[src/rtl/uart_rx_apb_ctrl_if.sv]
// APB slave bus bundle for uart_rx_apb_ctrl.
//   psel/penable/pwrite/paddr/pwdata : requester -> controller
//   prdata/pready/pslverr            : controller -> requester
interface uart_rx_apb_ctrl_if;
   logic        psel;
   logic        penable;
   logic        pwrite;
   logic [3:0]  paddr;
   logic [31:0] pwdata;
   logic [31:0] prdata;
   logic        pready;
   logic        pslverr;

   modport master (
      output psel, penable, pwrite, paddr, pwdata,
      input  prdata, pready, pslverr
   );

   modport slave (
      input  psel, penable, pwrite, paddr, pwdata,
      output prdata, pready, pslverr
   );
endinterface

[src/rtl/uart_rx_apb_ctrl.sv]
// APB controller for the UART receive path.
// Buffers received bytes in a FIFO and exposes them through APB registers:
//   0x0 RXDATA (RO, read pops), 0x4 STATUS (RO), 0x8 CTRL (RW), 0xC CLEAR (WO).
// Ports:
//   clk, rst_n : clock, asynchronous active-low reset
//   bus        : APB slave (zero wait states)
//   rx_data    : received byte, qualified by the rx_valid strobe
//   irq        : level interrupt, irq_en & (not_empty | overrun)
module uart_rx_apb_ctrl #(
   parameter int unsigned FIFO_DEPTH = 8
) (
   input  logic                    clk,
   input  logic                    rst_n,
   uart_rx_apb_ctrl_if.slave       bus,
   input  logic [7:0]              rx_data,
   input  logic                    rx_valid,
   output logic                    irq
);

   localparam int unsigned PTR_W = $clog2(FIFO_DEPTH);
   localparam int unsigned CNT_W = PTR_W + 1;

   logic [7:0]       mem [FIFO_DEPTH];
   logic [PTR_W-1:0] rd_ptr_q, wr_ptr_q;
   logic [CNT_W-1:0] count_q;
   logic             overrun_q;
   logic             rx_en_q, irq_en_q;

   logic       access, rd, wr;
   logic [1:0] addr;
   logic       not_empty, full;
   logic       pop, push, flush, clr_ovr, ovr_set, rx_ok;
   logic [31:0] status;
   logic       unused_bits;

   assign access    = bus.psel & bus.penable;
   assign rd        = access & ~bus.pwrite;
   assign wr        = access & bus.pwrite;
   assign addr      = bus.paddr[3:2];
   assign not_empty = (count_q != '0);
   assign full      = (count_q == CNT_W'(FIFO_DEPTH));

   assign pop     = rd & (addr == 2'd0) & not_empty;
   assign flush   = wr & (addr == 2'd3) & bus.pwdata[1];
   assign clr_ovr = wr & (addr == 2'd3) & bus.pwdata[0];
   assign rx_ok   = rx_valid & rx_en_q;
   // A pop in the same cycle frees the slot a full FIFO needs; a flush drops
   // the incoming byte silently.
   assign push    = rx_ok & (~full | pop) & ~flush;
   assign ovr_set = rx_ok & full & ~pop & ~flush;

   assign bus.pready  = 1'b1;
   assign bus.pslverr = wr & (addr[1] == 1'b0);
   assign irq         = irq_en_q & (not_empty | overrun_q);

   always_comb begin
      status = '0;
      status[0] = not_empty;
      status[1] = full;
      status[2] = overrun_q;
      status[8 +: CNT_W] = count_q;
   end

   always_comb begin
      bus.prdata = '0;
      if (rd) begin
         case (addr)
            2'd0:    bus.prdata = not_empty ? {24'd0, mem[rd_ptr_q]} : 32'd0;
            2'd1:    bus.prdata = status;
            2'd2:    bus.prdata = {30'd0, irq_en_q, rx_en_q};
            default: bus.prdata = '0;
         endcase
      end
   end

   // Storage needs no reset: pointers and count define what is valid.
   always_ff @(posedge clk) begin
      if (push) mem[wr_ptr_q] <= rx_data;
   end

   always_ff @(posedge clk or negedge rst_n) begin
      if (!rst_n) begin
         rd_ptr_q  <= '0;
         wr_ptr_q  <= '0;
         count_q   <= '0;
         overrun_q <= 1'b0;
         rx_en_q   <= 1'b0;
         irq_en_q  <= 1'b0;
      end else begin
         if (flush) begin
            rd_ptr_q <= '0;
            wr_ptr_q <= '0;
            count_q  <= '0;
         end else begin
            if (push) wr_ptr_q <= wr_ptr_q + 1'b1;
            if (pop)  rd_ptr_q <= rd_ptr_q + 1'b1;
            case ({push, pop})
               2'b10:   count_q <= count_q + 1'b1;
               2'b01:   count_q <= count_q - 1'b1;
               default: count_q <= count_q;
            endcase
         end
         // Set has priority over a simultaneous clear.
         if (ovr_set)      overrun_q <= 1'b1;
         else if (clr_ovr) overrun_q <= 1'b0;
         if (wr && addr == 2'd2) begin
            rx_en_q  <= bus.pwdata[0];
            irq_en_q <= bus.pwdata[1];
         end
      end
   end

   assign unused_bits = ^{bus.pwdata[31:2], bus.paddr[1:0]};

endmodule
[src/flat_wrapper.sv]
// flat-port wrapper written by rule: the top's interface ports become plain ports
module uart_rx_apb_ctrl_flat 
#(
   parameter int unsigned FIFO_DEPTH = 8
)
  (clk, rst_n, rx_data, rx_valid, irq, bus_psel, bus_penable, bus_pwrite, bus_paddr, bus_pwdata, bus_prdata, bus_pready, bus_pslverr);
  uart_rx_apb_ctrl_if bus_i ();
  input  logic clk;
  input  logic rst_n;
  input  logic [7:0] rx_data;
  input  logic rx_valid;
  output logic irq;
  input wire logic [$bits(bus_i.psel)-1:0] bus_psel;
  input wire logic [$bits(bus_i.penable)-1:0] bus_penable;
  input wire logic [$bits(bus_i.pwrite)-1:0] bus_pwrite;
  input wire logic [$bits(bus_i.paddr)-1:0] bus_paddr;
  input wire logic [$bits(bus_i.pwdata)-1:0] bus_pwdata;
  output wire logic [$bits(bus_i.prdata)-1:0] bus_prdata;
  output wire logic [$bits(bus_i.pready)-1:0] bus_pready;
  output wire logic [$bits(bus_i.pslverr)-1:0] bus_pslverr;
  assign bus_i.psel = bus_psel;
  assign bus_i.penable = bus_penable;
  assign bus_i.pwrite = bus_pwrite;
  assign bus_i.paddr = bus_paddr;
  assign bus_i.pwdata = bus_pwdata;
  assign bus_prdata = bus_i.prdata;
  assign bus_pready = bus_i.pready;
  assign bus_pslverr = bus_i.pslverr;
  uart_rx_apb_ctrl #(.FIFO_DEPTH(FIFO_DEPTH)) u_core (.clk(clk), .rst_n(rst_n), .bus(bus_i), .rx_data(rx_data), .rx_valid(rx_valid), .irq(irq));
endmodule
[config.mk]
export PLATFORM = sky130hd
export DESIGN_NAME = uart_rx_apb_ctrl_flat
export DESIGN_NICKNAME = d
export VERILOG_FILES = /design/src/rtl/uart_rx_apb_ctrl_if.sv /design/src/rtl/uart_rx_apb_ctrl.sv /design/src/flat_wrapper.sv
export SDC_FILE = /design/constraint.sdc
export NUM_CORES = 1
export LEC_CHECK = 0
export ABC_AREA = 1
export CORE_ASPECT_RATIO = 0.7
export CORE_MARGIN = 2
export CORE_UTILIZATION = 45
export DETAILED_ROUTE_END_ITERATION = 10
export PLACE_DENSITY = 0.78
export SKIP_LAST_GASP = 1
export SYNTH_ARGS = -nofsm -noshare
export SYNTH_HDL_FRONTEND = slang
export SYNTH_SLANG_ARGS = --single-unit
export TNS_END_PERCENT = 50
[constraint.sdc]
create_clock -name clk -period 1.9 [get_ports clk]
set_input_delay 0.38 -clock clk [delete_from_list [all_inputs] [get_ports clk]]
set_output_delay 0.38 -clock clk [all_outputs]
set_load 0.01 [all_outputs]
* Yosys cells after proc, flatten, opt, wreduce, memory -nomap -nowiden
Memory sizes are Yosys's and may differ from the RTL's. Index checks and enable logic that the tools add are counted.
Word-level totals: register bits after elaboration 13, bits of input ports 50, memories 1, output and inout bits 35, RAM bits 64
Memory list:
- u_core.mem | depth 8, bits a word 8, read ports 1, clocked after memory_dff 0, write ports 1, line uart_rx_apb_ctrl.sv:23 | logic [7:0] mem [FIFO_DEPTH];
Operators by class: eq/ne operators 6, reduce and logical (&&, ||, !) cells 7, add/sub/neg operators 4, multiplexer cells 13, bitwise logic cells 23
Operators with widths (number):
- 32-bit case mux with 3 select lines | 1
- 32-bit two-way mux | 1
- 1-bit bitwise AND | 16
- 3-bit two-way mux | 4
- 8-bit two-way mux | 1
- 4-bit case mux with 2 select lines | 1
- 3-bit by 1-bit adder with 3-bit output, second input constant | 2
- 2-bit equality test, second input constant | 3
- 2-bit nonzero test | 3
- 1-bit inverter | 5
- 4-bit by 1-bit adder with 4-bit output, second input constant | 1
- 2-bit by 1-bit equality test with 1-bit output, second input constant | 2
- 4-bit equality test, second input constant | 1
- 1-bit two-way mux | 4
- 4-bit two-way mux | 1
- 4-bit nonzero test | 1
- 4-bit by 1-bit subtractor with 4-bit output, second input constant | 1
- 3-bit nonzero test | 1
- 2-bit logical NOT | 1
- 1-bit OR | 2
- 1-bit logical AND | 1

* Longest topological paths before layout
word-level depth 10, mapped depth 15, depth with buffers taken out 15

* Worst setup path before layout
Ideal clock, no wire load.
kind reg2reg, from reg u_core.count_q[0], to reg u_core.count_q[2], library setup time 124 ps, data arrival time 1909 ps, data required time 1776 ps, slack -133 ps, period minus slack after synthesis 2033 ps, cell stages (with the launch flop) 14, path buffers 0, cell sequence dfrtp_1 > nor2_2 > nand3_2 > nand3b_4 > nand2_4 > nand2_4 > ha_1 > nand2_1 > inv_1 > nor2_1 > ha_1 > a21oi_1 > xor2_1 > a21oi_1
Between the ends: cells in the longest elaborated chain, start to end 8, elaborated cells on any way between the ends 14, those cells by class add/sub (2); eq/ne (3); mux (2); bitwise (5); reduce/logical (2)
RTL lines:
- start: declaration | line uart_rx_apb_ctrl.sv:25 | logic [CNT_W-1:0] count_q;
- start signal: assignment | line uart_rx_apb_ctrl.sv:98 | 2'b10: count_q <= count_q + 1'b1;
- start signal: assignment | line uart_rx_apb_ctrl.sv:99 | 2'b01: count_q <= count_q - 1'b1;
- start signal: assignment | line uart_rx_apb_ctrl.sv:100 | default: count_q <= count_q;
- 4-bit nonzero test / 4-bit equality test (equally long branches) | line uart_rx_apb_ctrl.sv:40, uart_rx_apb_ctrl.sv:41
- 1-bit bitwise AND / 1-bit inverter (equally long branches) | line uart_rx_apb_ctrl.sv:43, uart_rx_apb_ctrl.sv:49
- 1-bit OR | line uart_rx_apb_ctrl.sv:49 | assign push = rx_ok & (~full | pop) & ~flush;
- 1-bit bitwise AND (2 in a row) | line uart_rx_apb_ctrl.sv:49
- 2-bit by 1-bit equality test with 1-bit output / 2-bit equality test (equally long branches) | line uart_rx_apb_ctrl.sv:97 | case ({push, pop})
- 4-bit case mux with 2 select lines | line uart_rx_apb_ctrl.sv:97
- 4-bit two-way mux | line uart_rx_apb_ctrl.sv:90 | if (flush) begin
Parallel ways exist; a longest one is shown, timed or not. A chain may end at the register's enable or synchronous reset.

* Worst setup path after layout
from reg u_core.rd_ptr_q[0], to out bus_prdata[3]
Between the ends: cells in the longest elaborated chain, start to end 4
RTL lines:
- start: declaration | line uart_rx_apb_ctrl.sv:24 | logic [PTR_W-1:0] rd_ptr_q, wr_ptr_q;
- start signal: assignment | line uart_rx_apb_ctrl.sv:96 | if (pop) rd_ptr_q <= rd_ptr_q + 1'b1;
- memory 8 x 8 bit
- 8-bit two-way mux | line uart_rx_apb_ctrl.sv:68 | 2'd0: bus.prdata = not_empty ? {24'd0, mem[rd_ptr_q]} : 32'd0;
- 32-bit case mux with 3 select lines | line uart_rx_apb_ctrl.sv:67 | case (addr)
- 32-bit two-way mux | line uart_rx_apb_ctrl.sv:66 | if (rd) begin
- end: declaration | line flat_wrapper.sv:18 | output wire logic [$bits(bus_i.prdata)-1:0] bus_prdata;
No other way between the ends.

==> flow_metrics.env <==
export IMPL_peakVddDrop_v=0.000636
export IMPL_crit_start="u_core.rd_ptr_q[0]"
export IMPL_grt_max_degree=19
export IMPL_max_freq_mhz=472
export IMPL_ys_seq_elements=77
export IMPL_antenna_cells=0
export IMPL_fin_crit_sh_pct=111
export IMPL_placementRows=27
export IMPL_p_leak_nw=2.08
export IMPL_clk_pin_slew_ns=0.05
export IMPL_fp_dieH_um=80.2
export IMPL_dpl_cell_count=528
export IMPL_initial_core_util_pct=46.8
export IMPL_gp_congestion=0.941
export IMPL_yosys_top_cells_area="edfxtp_1 51%, dfrtp_1 8.7%, nor2_1 6.0%"
export IMPL_ctsHtreeMaxLevel=3
export IMPL_status="complete, but fails checks"
export IMPL_cts_root_buf="clkbuf_16"
export IMPL_cts_hold_fix_buffers=0
export IMPL_powerDensity_nw_per_um2=1310
export IMPL_core_area_um2=7970
export IMPL_internal_power_mw=4.41
export IMPL_timing_rr_end="u_core.count_q[2]"
export IMPL_fin_tns_setup_ns=-1.73
export IMPL_portBuffers=31
export IMPL_avgSynthCellArea_um2=10.4
export IMPL_cts_buffer_depth=2
export IMPL_p_comb_share_pct=38.7
export IMPL_grt_pass1_wl_mm=14.3
export IMPL_synth_top_area_share_pct=51.5
export IMPL_slew_violations=0
export IMPL_whs_ns=0.464
export IMPL_slew_limit_headroom_pct=54.4
export IMPL_clkSinkCount=77
export IMPL_synth_edf_count=64
export IMPL_startpoint_type="flop"
export IMPL_ff2ff_setup_slack_ns=-0.11
export IMPL_cap_violations=0
export IMPL_yosysWarnings=0
export IMPL_grt_overflow_total=0
export IMPL_vias=2960
export IMPL_setup_viol=12
export IMPL_reg2regPathDepth=14
export IMPL_netSwitchingPower_mw=2.21
export IMPL_synth_async_reset_ratio_pct=16.9
export IMPL_drc=4
export IMPL_skew_ns=0.00548
export IMPL_hold_path_class="in2async"
export IMPL_grt_usage_pct=21.2
export IMPL_p_clk_share_pct=28.4
export IMPL_critical_path_max_fanout=8
export IMPL_first_pass_iters=9
export IMPL_worstPathRequired_ns=1.52
export IMPL_setup_slack_ns=-0.217
export IMPL_viasPerCell=5.34
export IMPL_dp_hpwl_mm=5.93
export IMPL_yosysUniqueCellTypes=36
export IMPL_end_kind="output port"
export IMPL_antenna_found_initial=0
export IMPL_rsz0062_at_grt="yes"
export IMPL_r2r_start="u_core.count_q[1]"
export IMPL_io_pins=85
export IMPL_instances_no_fill=554
export IMPL_synth_area_leader_cell="edfxtp_1"
export IMPL_die_w_um=113
export IMPL_worstMarginPinSlew_ns=0.682
export IMPL_cts_tree="built"
export IMPL_postRouteAntennaNets=0
export IMPL_syn2layout_area_growth_pct=34.9
export IMPL_ys_flop_type="edfxtp_1"
export IMPL_drt_total_wl_mm=9.74
export IMPL_drive_gt1_share_pct=32.7
export IMPL_crit_type="reg2out"
export IMPL_wl_per_cell_um=17.6
export IMPL_syn_area_um2=3730
export IMPL_violations="DRC, setup timing"
export IMPL_clk_latency_ns=0.33
export IMPL_grt_pass1_vias=2848
export IMPL_hold_viol_final=0
export IMPL_ys_seq_area_share_pct=60.2
export IMPL_numCtsBuffers=9
export IMPL_swShare_pct=33.4
export IMPL_fillers=567
export IMPL_pwr_share_seq_pct=32.9
export IMPL_syn_inst=358
export IMPL_die_area_um2=9060
export IMPL_drt_iter0_drc=351
export IMPL_post_route_min_period_ns=2.12
export IMPL_critPathCapture="bus_prdata[3]"
export IMPL_cp_arrival_ns=1.74
export IMPL_final_nets=503
[through the flow]
step	total power [mW]	instance area (µm²)	setup WS (ns)	util (%)
2_1_floorplan	3.45	3820	-0.0467	-
3_3_place_gp	4.19	4450	-0.558	55.9
3_5_place_dp	4.28	4450	-0.639	55.9
4_1_cts	6.28	4830	-0.188	60.5
5_1_grt	6.94	5040	-0.305	63.2
6_report	6.62	5040	-0.217	63.2
[synth_stat cells, drive strengths merged, types with 4 or more instances]
master   n
nor2    63
a21oi    6
o21ai   32
dfrtp   13
nand3   31
buf     31
nor3     8
ha       5
nand4    4
nand2   55
a31oi    5
inv     25
edfxtp  64
[power by group through the flow]
stage	registers [mW]	clock network (mW)	logic, mW
after floorplan	2.16	0	1.29
after global placement	2.17	0	2.01
after detailed placement	2.19	0	2.10
after CTS	2.16	1.90	2.22
after global routing	2.19	1.98	2.77
final	2.18	1.88	2.56
[final cells by class]
cell class	count	area, µm²	share of cell area, %
Tap cell	101	126	2.51
Clock buffer	10	229	4.54
Timing Repair Buffer	93	823	16.3
Inverter	27	124	2.46
Multi-Input combinational cell	240	1390	27.6
Clock inverter	6	101	2.01
Sequential cell	77	2250	44.6
[placed cells by master, fill, tap and decap left out, drive strengths merged, types with 6 or more instances in the layout]
master         count
clkbuf            11
buf               74
dfrtp             13
clkdlybuf4s50     13
nor2              63
clkinv             6
o21ai             32
nand2             55
conb              21
nand3             31
inv               24
edfxtp            64
nor3               8
a21oi              6
[what timing repair did]
action / CTS / global route
buffers inserted: 5 / 4
pin swaps: 15 / 31
gates cloned: 0 / 1
endpoints found under the setup margin: 82 / 49
resized for setup: 81 / 52
[worst max-delay path, cell delays in order (launching register included)]
cell and delay, ns:
dfrtp_1 0.37, buf_12 0.16, buf_8 0.14, nor2_1 0.05, nor2_1 0.15, o21ai_2 0.10, nand3_2 0.08, nand2_2 0.05
a31oi_1 0.14, buf_2 0.16
[metal layers]
layer  GRT usage [%]  vias to the layer above  wire [µm]
li1                -                     1362          -
met1            26.0                     1396       3750
met2            35.8                      181       4790
met3            6.57                       21       1010
met4            7.56                        0        184
met5               0                        -          0
[state kept, by name, summed over array words and instances (netlist names)]
signal            cells
u_core.irq_en_q       1
u_core.mem           64
u_core.count_q        4
u_core.rx_en_q        1
u_core.overrun_q      1
u_core.wr_ptr_q       3
u_core.rd_ptr_q       3
[cells by family (layout without fill, tap and decap cells)]
group           count (synthesis)  count (layout)  synth area share (%)
xor+xnor                        3               3                 0.704
flops                          77              77                  60.2
compound gates                 45              45                  6.33
mux                             2               2                 0.603
fa+ha+maj                       5               5                  1.68
simple gates                  164             164                  20.7
other cells                     2              21                 0.201
buf+inv                        60             136                  9.58
[how the worst min path moves through the flow]
stage | start | endpoint | slack [ns] | cells after the start
4_1_cts | rst_n | u_core.rd_ptr_q[2] | 0.47 | 1
3_5_place_dp | u_core.overrun_q | u_core.overrun_q | 0.50 | 2
6_report | rst_n | u_core.irq_en_q | 0.46 | 1
2_1_floorplan | rst_n | u_core.count_q[0] | 0.08 | 0
5_1_grt | rst_n | u_core.rd_ptr_q[2] | 0.50 | 1
3_3_place_gp | u_core.overrun_q | u_core.overrun_q | 0.50 | 2
No activity file was read; power rests on OpenSTA's default activity.
==> RTL change, RTL diff (same settings) <==
Reset style: synchronous (`rst_n`), changed in one clocked block. Comments in the files are not updated.
--- a/src/rtl/uart_rx_apb_ctrl.sv
+++ b/src/rtl/uart_rx_apb_ctrl.sv
@@ -79,5 +79,5 @@
    end
 
-   always_ff @(posedge clk or negedge rst_n) begin
+   always_ff @(posedge clk) begin
       if (!rst_n) begin
          rd_ptr_q  <= '0;
Behaviour: differs if rst_n is asserted again (counterexample within 4 cycles, from zero or initial values and one cycle with rst_n low); with rst_n held inactive, the same outputs for 10 cycles.
==> RTL change against the original RTL <==
- critical path type unchanged
- routed wire length is 2.5% higher
- synthesized area is 2.0% lower
- design area is 1.6% higher
- worst setup slack better by 0.018 ns
- the flow finishes with violations (setup timing)
- core utilization is 1.8 points higher
- sequential cell count is 3 higher
- clock skew hardly changed
- sequential share of layout area is 0.66 points lower
Power is not compared: it rests on default switching activity, and its combinational part moved more than twofold at a synthesized area within 25%.
==> RTL change: results (changes against the original RTL) <==
top cells by count, synth -> edfxtp_1, nor2_1, nand2_1
Slowest cell on crit path -> dfxtp_4
vias in the first global route -> 2,937 (+3.1%)
first-pass GRT wire length -> 14,800 um (+3.2%)
reg-to-reg slack, setup -> -0.03 ns (+0.08 ns)
Routability Congestion -> 0.861 (-8.5%)
TritonRoute pass-1 iters -> 5 (-4)
post-synthesis cell type count -> 32 (-11%)
average wire per standard cell -> 17.4 um (-1.2%)
final setup fails -> 25 (+13)
DRT iter0 DRCs -> 193 (-45%)
htree depth -> 3 (unchanged)
antenna violations before repair -> 1 (+1)
failing checks -> setup timing
worst setup path end -> bus_prdata[0]
largest cells by area after synthesis -> edfxtp_1, dfxtp_1, nor2_1, o21ai_0, nand2_1
CP top delay family -> flip-flops
min-delay worst type -> flop to flop
Cells after Synth -> 360 (+0.56%)
r2r endpoint -> u_core.count_q[2]$_SDFFE_PP0P_
EDFF count, synth -> 64 (unchanged)
worst setup margin -> -0.199 ns (+0.0183 ns)
slowest cell delay on critical path -> 0.43 ns (+0.06 ns)
clk_skew -> 0.00522 ns (-0.000259 ns)
arrival time worst endpoint -> 1.72 ns (-0.02 ns)
final net count -> 523 (+4.0%)
asr flop ratio synth -> 0% (-17 points)
crit-path max FO -> 6 (-2)
final hold slack -> 0.467 ns (+0.00349 ns)
largest net degree at the start of global routing -> 16 (-3)
sequential element share of the synthesized area -> 61.2% (+1.1 points)
FF-to-FF Start -> u_core.count_q[1]$_SDFFE_PP0P_
outcome -> finished, violations left
GRT Overall Usage -> 22.1% (+0.91 points)
dpl ws -> -0.752 ns (-0.113 ns)
DR vias/cell -> 5.31 (-0.53%)
HPWL Detailed -> 5860 um (-1.3%)
drt total wl -> 9980 um (+2.5%)
placed cells -> 535 (+1.3%)
RTL change: routing by layer:
metal	part of all wire, %	GRT usage [%]	vias to the layer above
met4	2.3	7.53	0
met5	0	0	-
met2	49	35.6	167
met1	41	28.7	1455
li1	-	-	1409
met3	7.8	6.68	25
RTL change: cell type report:
cell class / count / area [um^2]
Clock inverter: 7 / 55.1
Fill cell: 562 / 2750
Inverter: 29 / 124
Clock buffer: 9 / 225
Antenna cell: 1 / 2.50
Tap cell: 101 / 126
Sequential cell: 80 / 2250
Multi-Input combinational cell: 238 / 1390
Timing Repair Buffer: 110 / 953
RTL change: stage by stage:
stage	TNS [ns]	util (%)	instance area, um^2	total power [uW]
floorplan	0	-	3730	2020
detailed placement	-40.54	55.8	4390	2070
finish	-0.745	65.1	5120	3680
global placement	-36.68	55.8	4390	2070
global route	-2.70	65.1	5120	3790
CTS	-0.578	62.6	4930	3680
RTL change: repair_timing:
item                                   4_1_cts  5_1_grt
endpoints found under the hold margin        0        0
resized for setup                          121       47
pin swaps                                   34       25
setup endpoints to repair                   82       62
setup buffers                               12       12
cloned                                       2        0
RTL change: cells by family after synthesis:
| logic type | count (synthesis) | share of synthesized area (%) |
|---|---|---|
| buffers and inverters | 61 | 8.72 |
| DFF | 80 | 61.2 |
| and+or+nand+nor | 142 | 17.1 |
| xor gates and xnor gates | 4 | 0.957 |
| other | 2 | 0.205 |
| adders and majority gates | 5 | 1.71 |
| AOI/OAI and AO/OA | 66 | 10.1 |
RTL change: power breakdown:
part | leakage (uW) | total (uW) | switching, uW | internal [uW]
Clock | 0.000138 | 1620 | 716 | 900
Combinational | 0.00122 | 173 | 101 | 71.6
Sequential | 0.000706 | 1890 | 2.89 | 1890
